$ cat src/rtl/fpadd_pkg.sv
// Shared types and constants for the serial FP adder front end.
package fpadd_pkg;

    localparam int FP_W            = 32;
    localparam int TIMEOUT_DEFAULT = 1023;

    typedef enum logic [2:0] {
        S_IDLE,
        S_WAIT,
        S_SEND_A,
        S_SEND_B,
        S_BUSY,
        S_RESP
    } fpadd_state_t;

    // Watchdog width: enough bits to hold TIMEOUT, never less than one.
    function automatic int wd_width(input int timeout);
        return (timeout < 1) ? 1 : $clog2(timeout + 1);
    endfunction

endpackage

$ cat src/rtl/fpadd_if.sv
// Request/response handshake bundle between a client and the sequencer.
interface fpadd_if;
    import fpadd_pkg::*;

    logic            req_valid;
    logic            req_ready;
    logic [FP_W-1:0] req_a;
    logic [FP_W-1:0] req_b;
    logic            req_sub;
    logic            res_valid;
    logic            res_ready;
    logic [FP_W-1:0] res_sum;

    modport master (
        output req_valid, req_a, req_b, req_sub, res_ready,
        input  req_ready, res_valid, res_sum
    );

    modport slave (
        input  req_valid, req_a, req_b, req_sub, res_ready,
        output req_ready, res_valid, res_sum
    );

endinterface

$ cat src/rtl/fpadd_ready_edge.sv
// Detects the first cycle (W0) of each adder issue window.
module fpadd_ready_edge (
    input  logic clock,
    input  logic nreset,
    input  logic i_fp_ready,
    output logic o_rise
);

    logic r_ready_q;

    always_ff @(posedge clock or negedge nreset) begin
        if (!nreset) begin
            r_ready_q <= 1'b0;
        end else begin
            r_ready_q <= i_fp_ready;
        end
    end

    assign o_rise = i_fp_ready & ~r_ready_q;

endmodule

$ cat src/rtl/fpadd_sequencer.sv
// Client front end: captures an operand pair, serialises it onto the adder's
// shared operand bus inside an issue window and returns the adder's result.
module fpadd_sequencer
    import fpadd_pkg::*;
#(
    parameter int TIMEOUT = TIMEOUT_DEFAULT,
    parameter int CNT_W   = 16
) (
    input  logic             clock,
    input  logic             nreset,
    fpadd_if.slave           bus,
    input  logic             fp_ready,
    output logic [FP_W-1:0]  fp_a,
    input  logic [FP_W-1:0]  fp_sum,
    output logic             err_timeout,
    output logic [CNT_W-1:0] op_count
);

    localparam int               WD_W   = wd_width(TIMEOUT);
    localparam logic [WD_W-1:0]  WD_MAX = WD_W'(TIMEOUT);

    logic w_rise;

    fpadd_state_t     r_state;
    logic             r_req_ready;
    logic             r_res_valid;
    logic [FP_W-1:0]  r_res_sum;
    logic [FP_W-1:0]  r_fp_a;
    logic [FP_W-1:0]  r_a;
    logic [FP_W-1:0]  r_b;
    logic [WD_W-1:0]  r_wd;
    logic             r_err;
    logic [CNT_W-1:0] r_count;

    fpadd_ready_edge u_edge (
        .clock      (clock),
        .nreset     (nreset),
        .i_fp_ready (fp_ready),
        .o_rise     (w_rise)
    );

    // fp_a is registered: it is loaded on the transition into SEND_A/SEND_B
    // and falls back to zero otherwise, so unused windows compute 0+0.
    always_ff @(posedge clock or negedge nreset) begin
        if (!nreset) begin
            r_state     <= S_IDLE;
            r_req_ready <= 1'b0;
            r_res_valid <= 1'b0;
            r_res_sum   <= '0;
            r_fp_a      <= '0;
            r_a         <= '0;
            r_b         <= '0;
            r_wd        <= '0;
            r_err       <= 1'b0;
            r_count     <= '0;
        end else begin
            r_fp_a <= '0;
            case (r_state)
                S_IDLE: begin
                    r_req_ready <= 1'b1;
                    if (bus.req_valid && r_req_ready) begin
                        r_a         <= bus.req_a;
                        r_b         <= {bus.req_b[FP_W-1] ^ bus.req_sub, bus.req_b[FP_W-2:0]};
                        r_req_ready <= 1'b0;
                        r_wd        <= '0;
                        if (w_rise) begin
                            r_state <= S_SEND_A;
                            r_fp_a  <= bus.req_a;
                        end else begin
                            r_state <= S_WAIT;
                        end
                    end
                end
                S_WAIT: begin
                    if (w_rise) begin
                        r_state <= S_SEND_A;
                        r_fp_a  <= r_a;
                    end else if (r_wd == WD_MAX) begin
                        r_state     <= S_IDLE;
                        r_err       <= 1'b1;
                        r_req_ready <= 1'b1;
                    end else begin
                        r_wd <= r_wd + 1'b1;
                    end
                end
                S_SEND_A: begin
                    r_state <= S_SEND_B;
                    r_fp_a  <= r_b;
                end
                S_SEND_B: begin
                    r_state <= S_BUSY;
                    r_wd    <= '0;
                end
                S_BUSY: begin
                    if (w_rise) begin
                        r_state     <= S_RESP;
                        r_res_sum   <= fp_sum;
                        r_res_valid <= 1'b1;
                    end else if (r_wd == WD_MAX) begin
                        r_state     <= S_IDLE;
                        r_err       <= 1'b1;
                        r_req_ready <= 1'b1;
                    end else begin
                        r_wd <= r_wd + 1'b1;
                    end
                end
                S_RESP: begin
                    if (bus.res_ready) begin
                        r_state     <= S_IDLE;
                        r_res_valid <= 1'b0;
                        r_req_ready <= 1'b1;
                        r_count     <= r_count + 1'b1;
                    end
                end
                default: begin
                    r_state <= S_IDLE;
                end
            endcase
        end
    end

    assign bus.req_ready = r_req_ready;
    assign bus.res_valid = r_res_valid;
    assign bus.res_sum   = r_res_sum;
    assign fp_a          = r_fp_a;
    assign err_timeout   = r_err;
    assign op_count      = r_count;

endmodule

$ cat src/flat_wrapper.sv
// flat-port wrapper written by rule: the top's interface ports become plain ports
module fpadd_sequencer_flat import fpadd_pkg::*;
#(
    parameter int TIMEOUT = TIMEOUT_DEFAULT,
    parameter int CNT_W   = 16
)
  (clock, nreset, fp_ready, fp_a, fp_sum, err_timeout, op_count, bus_req_valid, bus_req_a, bus_req_b, bus_req_sub, bus_res_ready, bus_req_ready, bus_res_valid, bus_res_sum);
  fpadd_if bus_i ();
  input  logic clock;
  input  logic nreset;
  input  logic fp_ready;
  output logic [FP_W-1:0] fp_a;
  input  logic [FP_W-1:0] fp_sum;
  output logic err_timeout;
  output logic [CNT_W-1:0] op_count;
  input wire logic [$bits(bus_i.req_valid)-1:0] bus_req_valid;
  input wire logic [$bits(bus_i.req_a)-1:0] bus_req_a;
  input wire logic [$bits(bus_i.req_b)-1:0] bus_req_b;
  input wire logic [$bits(bus_i.req_sub)-1:0] bus_req_sub;
  input wire logic [$bits(bus_i.res_ready)-1:0] bus_res_ready;
  output wire logic [$bits(bus_i.req_ready)-1:0] bus_req_ready;
  output wire logic [$bits(bus_i.res_valid)-1:0] bus_res_valid;
  output wire logic [$bits(bus_i.res_sum)-1:0] bus_res_sum;
  assign bus_i.req_valid = bus_req_valid;
  assign bus_i.req_a = bus_req_a;
  assign bus_i.req_b = bus_req_b;
  assign bus_i.req_sub = bus_req_sub;
  assign bus_i.res_ready = bus_res_ready;
  assign bus_req_ready = bus_i.req_ready;
  assign bus_res_valid = bus_i.res_valid;
  assign bus_res_sum = bus_i.res_sum;
  fpadd_sequencer #(.TIMEOUT(TIMEOUT), .CNT_W(CNT_W)) u_core (.clock(clock), .nreset(nreset), .bus(bus_i), .fp_ready(fp_ready), .fp_a(fp_a), .fp_sum(fp_sum), .err_timeout(err_timeout), .op_count(op_count));
endmodule
$ cat config.mk
export PLATFORM = sky130hd
export DESIGN_NAME = fpadd_sequencer_flat
export DESIGN_NICKNAME = d
export VERILOG_FILES = /design/src/rtl/fpadd_pkg.sv /design/src/rtl/fpadd_if.sv /design/src/rtl/fpadd_ready_edge.sv /design/src/rtl/fpadd_sequencer.sv /design/src/flat_wrapper.sv
export SDC_FILE = /design/constraint.sdc
export NUM_CORES = 1
export LEC_CHECK = 0
export ABC_AREA = 1
export CORE_MARGIN = 3
export CORE_UTILIZATION = 49
export DETAILED_ROUTE_END_ITERATION = 10
export PLACE_DENSITY_LB_ADDON = 0.05
export SYNTH_ARGS = -nofsm -noshare
export SYNTH_HDL_FRONTEND = slang
export SYNTH_SLANG_ARGS = --single-unit
$ cat constraint.sdc
create_clock -name clock -period 2.1 [get_ports clock]
set_clock_uncertainty 0.05 [all_clocks]
set_input_delay 0.42 -clock clock [delete_from_list [all_inputs] [get_ports clock]]
set_output_delay 0.42 -clock clock [all_outputs]
set_load 0.05 [all_outputs]
## Word level (Yosys, flattened, before mapping)

Index checks and enable logic that the tools add are counted.

| cells by class | value |
|---|---|
| bitwise gates (word level) | 4 |
| add/subtract/negate cells | 2 |
| reduce and logical (&&, ||, !) cells | 14 |
| equal/unequal tests | 12 |
| mux-type cells | 23 |

Operator list:

| operator | number |
|---|---|
| 32-bit two-way mux | 3 |
| 32-bit one-hot mux with 3 select lines | 1 |
| 10-bit two-way mux | 3 |
| 10-bit one-hot mux with 3 select lines | 1 |
| 3-bit one-hot mux with 6 select lines | 1 |
| 16-bit by 1-bit adder with 16-bit output (second input constant) | 1 |
| 3-bit two-way mux | 5 |
| 10-bit by 1-bit adder with 10-bit output (second input constant) | 1 |
| 10-bit == test (second input constant) | 1 |
| 2-bit inequality test (second input constant) | 4 |
| 2-bit AND reduction | 4 |
| 4-bit AND reduction | 2 |
| 3-bit by 2-bit == test with 1-bit output (second input constant) | 2 |
| 3-bit == test (second input constant) | 2 |
| 1-bit two-way mux | 6 |
| 3-bit AND reduction | 2 |
| 3-bit nonzero test | 2 |
| 2-bit by 1-bit inequality test with 1-bit output (second input constant) | 2 |
| 3-bit by 1-bit == test with 1-bit output (second input constant) | 1 |
| 3-bit logical NOT | 1 |
| 1-bit one-hot mux with 3 select lines | 1 |
| 2-bit two-way mux | 1 |
| 1-bit inverter | 2 |
| 1-bit one-hot mux with 2 select lines | 1 |
| other kinds (5) | 5 |

| storage, ports and cells | value |
|---|---|
| output and inout bits | 83 |
| register bits | 161 |
| bits of input ports | 102 |
| word-level logic and storage cells | 66 |

## Logic depth before layout (Yosys ltp)

| depth | value |
|---|---|
| depth after elaboration | 5 |
| mapped depth | 10 |
| depth with buffers taken out | 10 |

## Modules after synthesis

Synthesis repeated with hierarchy kept, for this count alone.

| second synthesis, totals | value |
|---|---|
| cells, all modules | 811 |
| area, all modules | 7043.0 um2 |

By module, submodules not included:

| module | sequential area each (um2) | instances | area an instance (um2) | cells each |
|---|---|---|---|---|
| fpadd_sequencer | 4003.8 | 1 | 7008.0 | 808 |
| fpadd_ready_edge | 25.0 | 1 | 35.0 | 3 |

## Worst setup path before layout

No wires, ideal clock.

| timing path | value |
|---|---|
| path type | flip-flop to flip-flop |
| start | reg u_core.r_count[0], in the netlist u_core.op_count[0] |
| end | reg u_core.r_count[8], in the netlist u_core.op_count[8] |
| setup slack | 387 ps |
| required time | 1922 ps |
| path buffers | 0 |
| stages on the path, launching flop included | 8 |
| data arrival time | 1535 ps |
| setup time | 128 ps |
| clock period less this slack | 1713 ps |
| cell sequence | dfrtp_1 > ha_1 > nand2_1 > nor2_1 > nand2_1 > xor2_1 > nand2_1 > o21ai_0 |

| on the way | value |
|---|---|
| longest elaborated chain between the ends | 1 |

RTL lines:

| item | line | source |
|---|---|---|
| start: declaration | fpadd_sequencer.sv:33 | `logic [CNT_W-1:0] r_count;` |
| start signal: assignment | fpadd_sequencer.sv:112 | `r_count <= r_count + 1'b1;` |
| 16-bit by 1-bit adder with 16-bit output | fpadd_sequencer.sv:112 |  |

Every way passes these cells.
A chain may end at the register's enable or synchronous reset.

## Worst setup path in the final report

| timing path | value |
|---|---|
| start | reg u_core.r_fp_a[0], in the netlist u_core.fp_a[0] |
| end | out fp_a[0] |

RTL lines:

| item | line | source |
|---|---|---|
| start: declaration | fpadd_sequencer.sv:28 | `logic [FP_W-1:0] r_fp_a;` |
| start signal: assignment | fpadd_sequencer.sv:68 | `r_fp_a <= bus.req_a;` |
| start signal: assignment | fpadd_sequencer.sv:77 | `r_fp_a <= r_a;` |
| start signal: assignment | fpadd_sequencer.sv:88 | `r_fp_a <= r_b;` |
| end: declaration | flat_wrapper.sv:12 | `output logic [FP_W-1:0] fp_a;` |

No word-level cell between the ends.

==> metrics <==
Hold Fails Final Rpt=0; Bufs on Longest Clock Path=2; max incr delay on CP=0.82 ns; syn nets=860; routed wire length=17,800 µm; first-pass GRT wire length=29,000 µm; compound-gate portion of the synthesized area=6.91%; number of I/O pins=185; Setup CP Type=reg2out; Fin Setup TNS=0 ns; Clock Sinks=161; RR Startpoint=u_core.r_state[0]; Clock Latency Late Sink=0.42 ns; diode count=0; final core occ=71.5%; clock power share=22.6%; register share of total power=35.7%; DR vias=5,907; xor-xnor portion of the synthesized cell area=1.52%; Cell Count, Final, Fillers Out=1,139; Routed Antenna Nets=0; Placeable Area=13,600 µm²; Post-Synthesis Cells=756; crit path max fanout=1; # Post-CTS Setup Buffers=0; CP delay by family, top=buffers and inverters; Via density=5.19; Worst Hold Class=reg2reg; sequential cell area=4030 µm²; mux share of post-synthesis cell area=5.20%; vias in the first global route=5,995; synthesis-stage register bit count=161; Ys Warns=0; Placer Congestion=0.875; Worst VDD drop=0.628 mV; post-DP HPWL=12,200 µm; Avg WL per Cell=15.6 µm; Area Growth Syn to Fin=39.9%; TritonCTS clock tree=yes; root buf cell=clkbuf_16; min-delay src=u_core.r_b[16]; Initial Utilization=51.1%; Pint=8.26 mW; CP Launch Type=flop; GRT Total Usage=22.8%; area of the die=15,600 µm²; relative slew slack=62.9%; fin worst setup slack=0.0313 ns; Final Max Slew Viols=0; main combinational cell family by area after synthesis=simple AND/OR/NAND/NOR gates; Row Count=42; synthesized area=6930 µm²; area of the multi-input gates=2590 µm²; fmax=0.483 GHz; Setup crit end kind=primary output; Required @ worst endpoint=1.63 ns; combinational share of power=41.7%; PortBufs=184; WHS Endpoint=u_core.fp_a[16]; # nets final=1,055; Final setup viols=0; initial antenna violation count=0; min Tclk post-route=2.07 ns; worst path cell trace=clkdlybuf4s50_1; Die Y=125 µm; drt initial violations=470; Worst Reg-to-Reg Cells=6; CTS clock-pin slew for the worst setup and hold paths=0.06 ns; H-tree depth=4; Tcrit/Tclk final=98.5%; status=complete, no violations; pre-CTS WS=0.0660 ns; max-cap violation count=0; Overflow after GRT=0; Fillers=1,030; Net Switching=5.60 mW; Worst Hold Depth=2; TritonCTS Buffers=17; Synth Area in Simple Gates=23.2%; share of cells above drive strength 1=10.8%; PD cells=1430 nW/µm²; Yosys cell types=29; Synth top area share=58.1%; DRC viols=0; drt pass-1 iters=5; R2R Path End=u_core.bus.res_sum[17]; chip width=125 µm; RSZ-0062 raised after global routing=no; hold slack final=0.426 ns; average cell area after synthesis=9.17 µm²; crit path max-delay cell type=clkdlybuf4s50_1; Crit path depth=1; Least-Margin Pin Slew=0.555 ns; CP startpoint=u_core.fp_a[0]; P_leak=4.72 nW; largest net degree at the start of global routing=54; register area share after synthesis=58.1%; switching part of the total power=40.4%; Area contributors post-synth=dfrtp_1 58%, nand2_1 18%, mux2_2 5.2%; crit path buf inv count=1; crit path DAT=1.60 ns; synthesized-area fraction occupied by adder cells=0.361%; reg2reg setup slack=0.33 ns; Inst Count DP=1,107; area leader, netlist=dfrtp_1
-- worst max-delay path by stage --
stage	endpoint
floorplan	u_core.op_count[8]
global placement	u_core.fp_a[10]
detailed placement	u_core.bus.res_sum[17]
CTS	bus_res_sum[21]
global route	bus_res_sum[26]
finish	fp_a[0]
-- cell type report --
cell class                      count  share of cell area, %
Inverter                           39                   1.54
Sequential cell                   161                   41.5
Tap cell                          176                   2.27
Multi-Input combinational cell    526                   26.7
Clock inverter                      9                   1.35
Timing Repair Buffer              206                   21.8
Clock buffer                       22                   4.79
-- power groups by stage --
stage | registers (mW) | logic (mW) | clock network [mW]
final | 4.95 | 5.78 | 3.13
after floorplan | 6.53 | 2.20 | 0
after global routing | 5.07 | 6.22 | 3.30
after global placement | 4.91 | 5.68 | 0
after CTS | 4.93 | 5.82 | 3.18
after detailed placement | 4.96 | 5.84 | 0
-- per-stage QoR --
step | power (mW) | area (µm²)
floorplan | 8.74 | 6930
global placement | 10.6 | 9090
detailed placement | 10.8 | 9090
CTS | 13.9 | 9670
global route | 14.6 | 9700
finish | 13.9 | 9700
-- flip-flops by register name, indices dropped and copies added, names as in the netlist, 3 cells and up --
signal,count
u_core.bus.res_sum,32
u_core.fp_a,32
u_core.op_count,16
u_core.r_a,32
u_core.r_b,32
u_core.r_state,3
u_core.r_wd,10
-- synth_stat cells --
library cell and number:
a21oi_1 2, a22oi_1 32, and2_1 1, buf_2 15, buf_4 5, buf_6 3, clkbuf_1 7, dfrtp_1 161
ha_1 2, inv_1 36, inv_2 2, inv_4 1, mux2_2 32, nand2_1 330, nand2_2 3, nand3_1 16
nand3_2 1, nand3b_1 1, nand4_1 6, nor2_1 28, nor2_2 8, nor3_1 6, nor3_2 2, nor3b_1 1
o21ai_0 39, o21ai_2 3, o21bai_1 1, xnor2_1 5, xor2_1 7
-- cell usage in the layout (no fill, tap or decap), drive strengths merged --
cell type,Yosys,routed
and2,1,1
xnor2,5,5
nor3b,1,1
nor3,8,8
mux2,32,32
clkbuf,7,22
xor2,7,7
dlygate4sd3,0,1
dlymetal6s2s,0,11
clkinvlp,0,3
nand3,17,17
nor2,36,36
nand4,6,6
clkinv,0,2
nand3b,1,1
clkdlybuf4s50,0,153
o21bai,1,1
buf,23,23
dfrtp,161,161
o21ai,42,42
inv,39,40
bufinv,0,3
ha,2,2
dlygate4sd2,0,18
a21oi,2,2
a22oi,32,32
nand2,333,333
-- per-layer routing --
metal	up-vias	track usage, %	wire length [µm]
met5	-	0	0
met1	2864	28.6	7410
met4	0	9.82	495
met2	193	38.4	8850
met3	37	5.07	1040
li1	2813	-	-
-- logic make-up (layout without fill, tap and decap cells) --
| kind of cell | count (synthesis) | count (layout) |
|---|---|---|
| AOI/OAI and AO/OA | 77 | 77 |
| xor gates and xnor gates | 12 | 12 |
| adders and majority gates | 2 | 2 |
| buffers and inverters | 69 | 276 |
| DFF | 161 | 161 |
| muxes | 32 | 32 |
| and+or+nand+nor | 403 | 403 |
-- what timing repair did --
action,4_1_cts,5_1_grt
resized for setup,18,11
hold endpoints to repair,49,0
endpoints found under the setup margin,18,11
hold buffers,1,0
(Power assumes the default switching activity.)
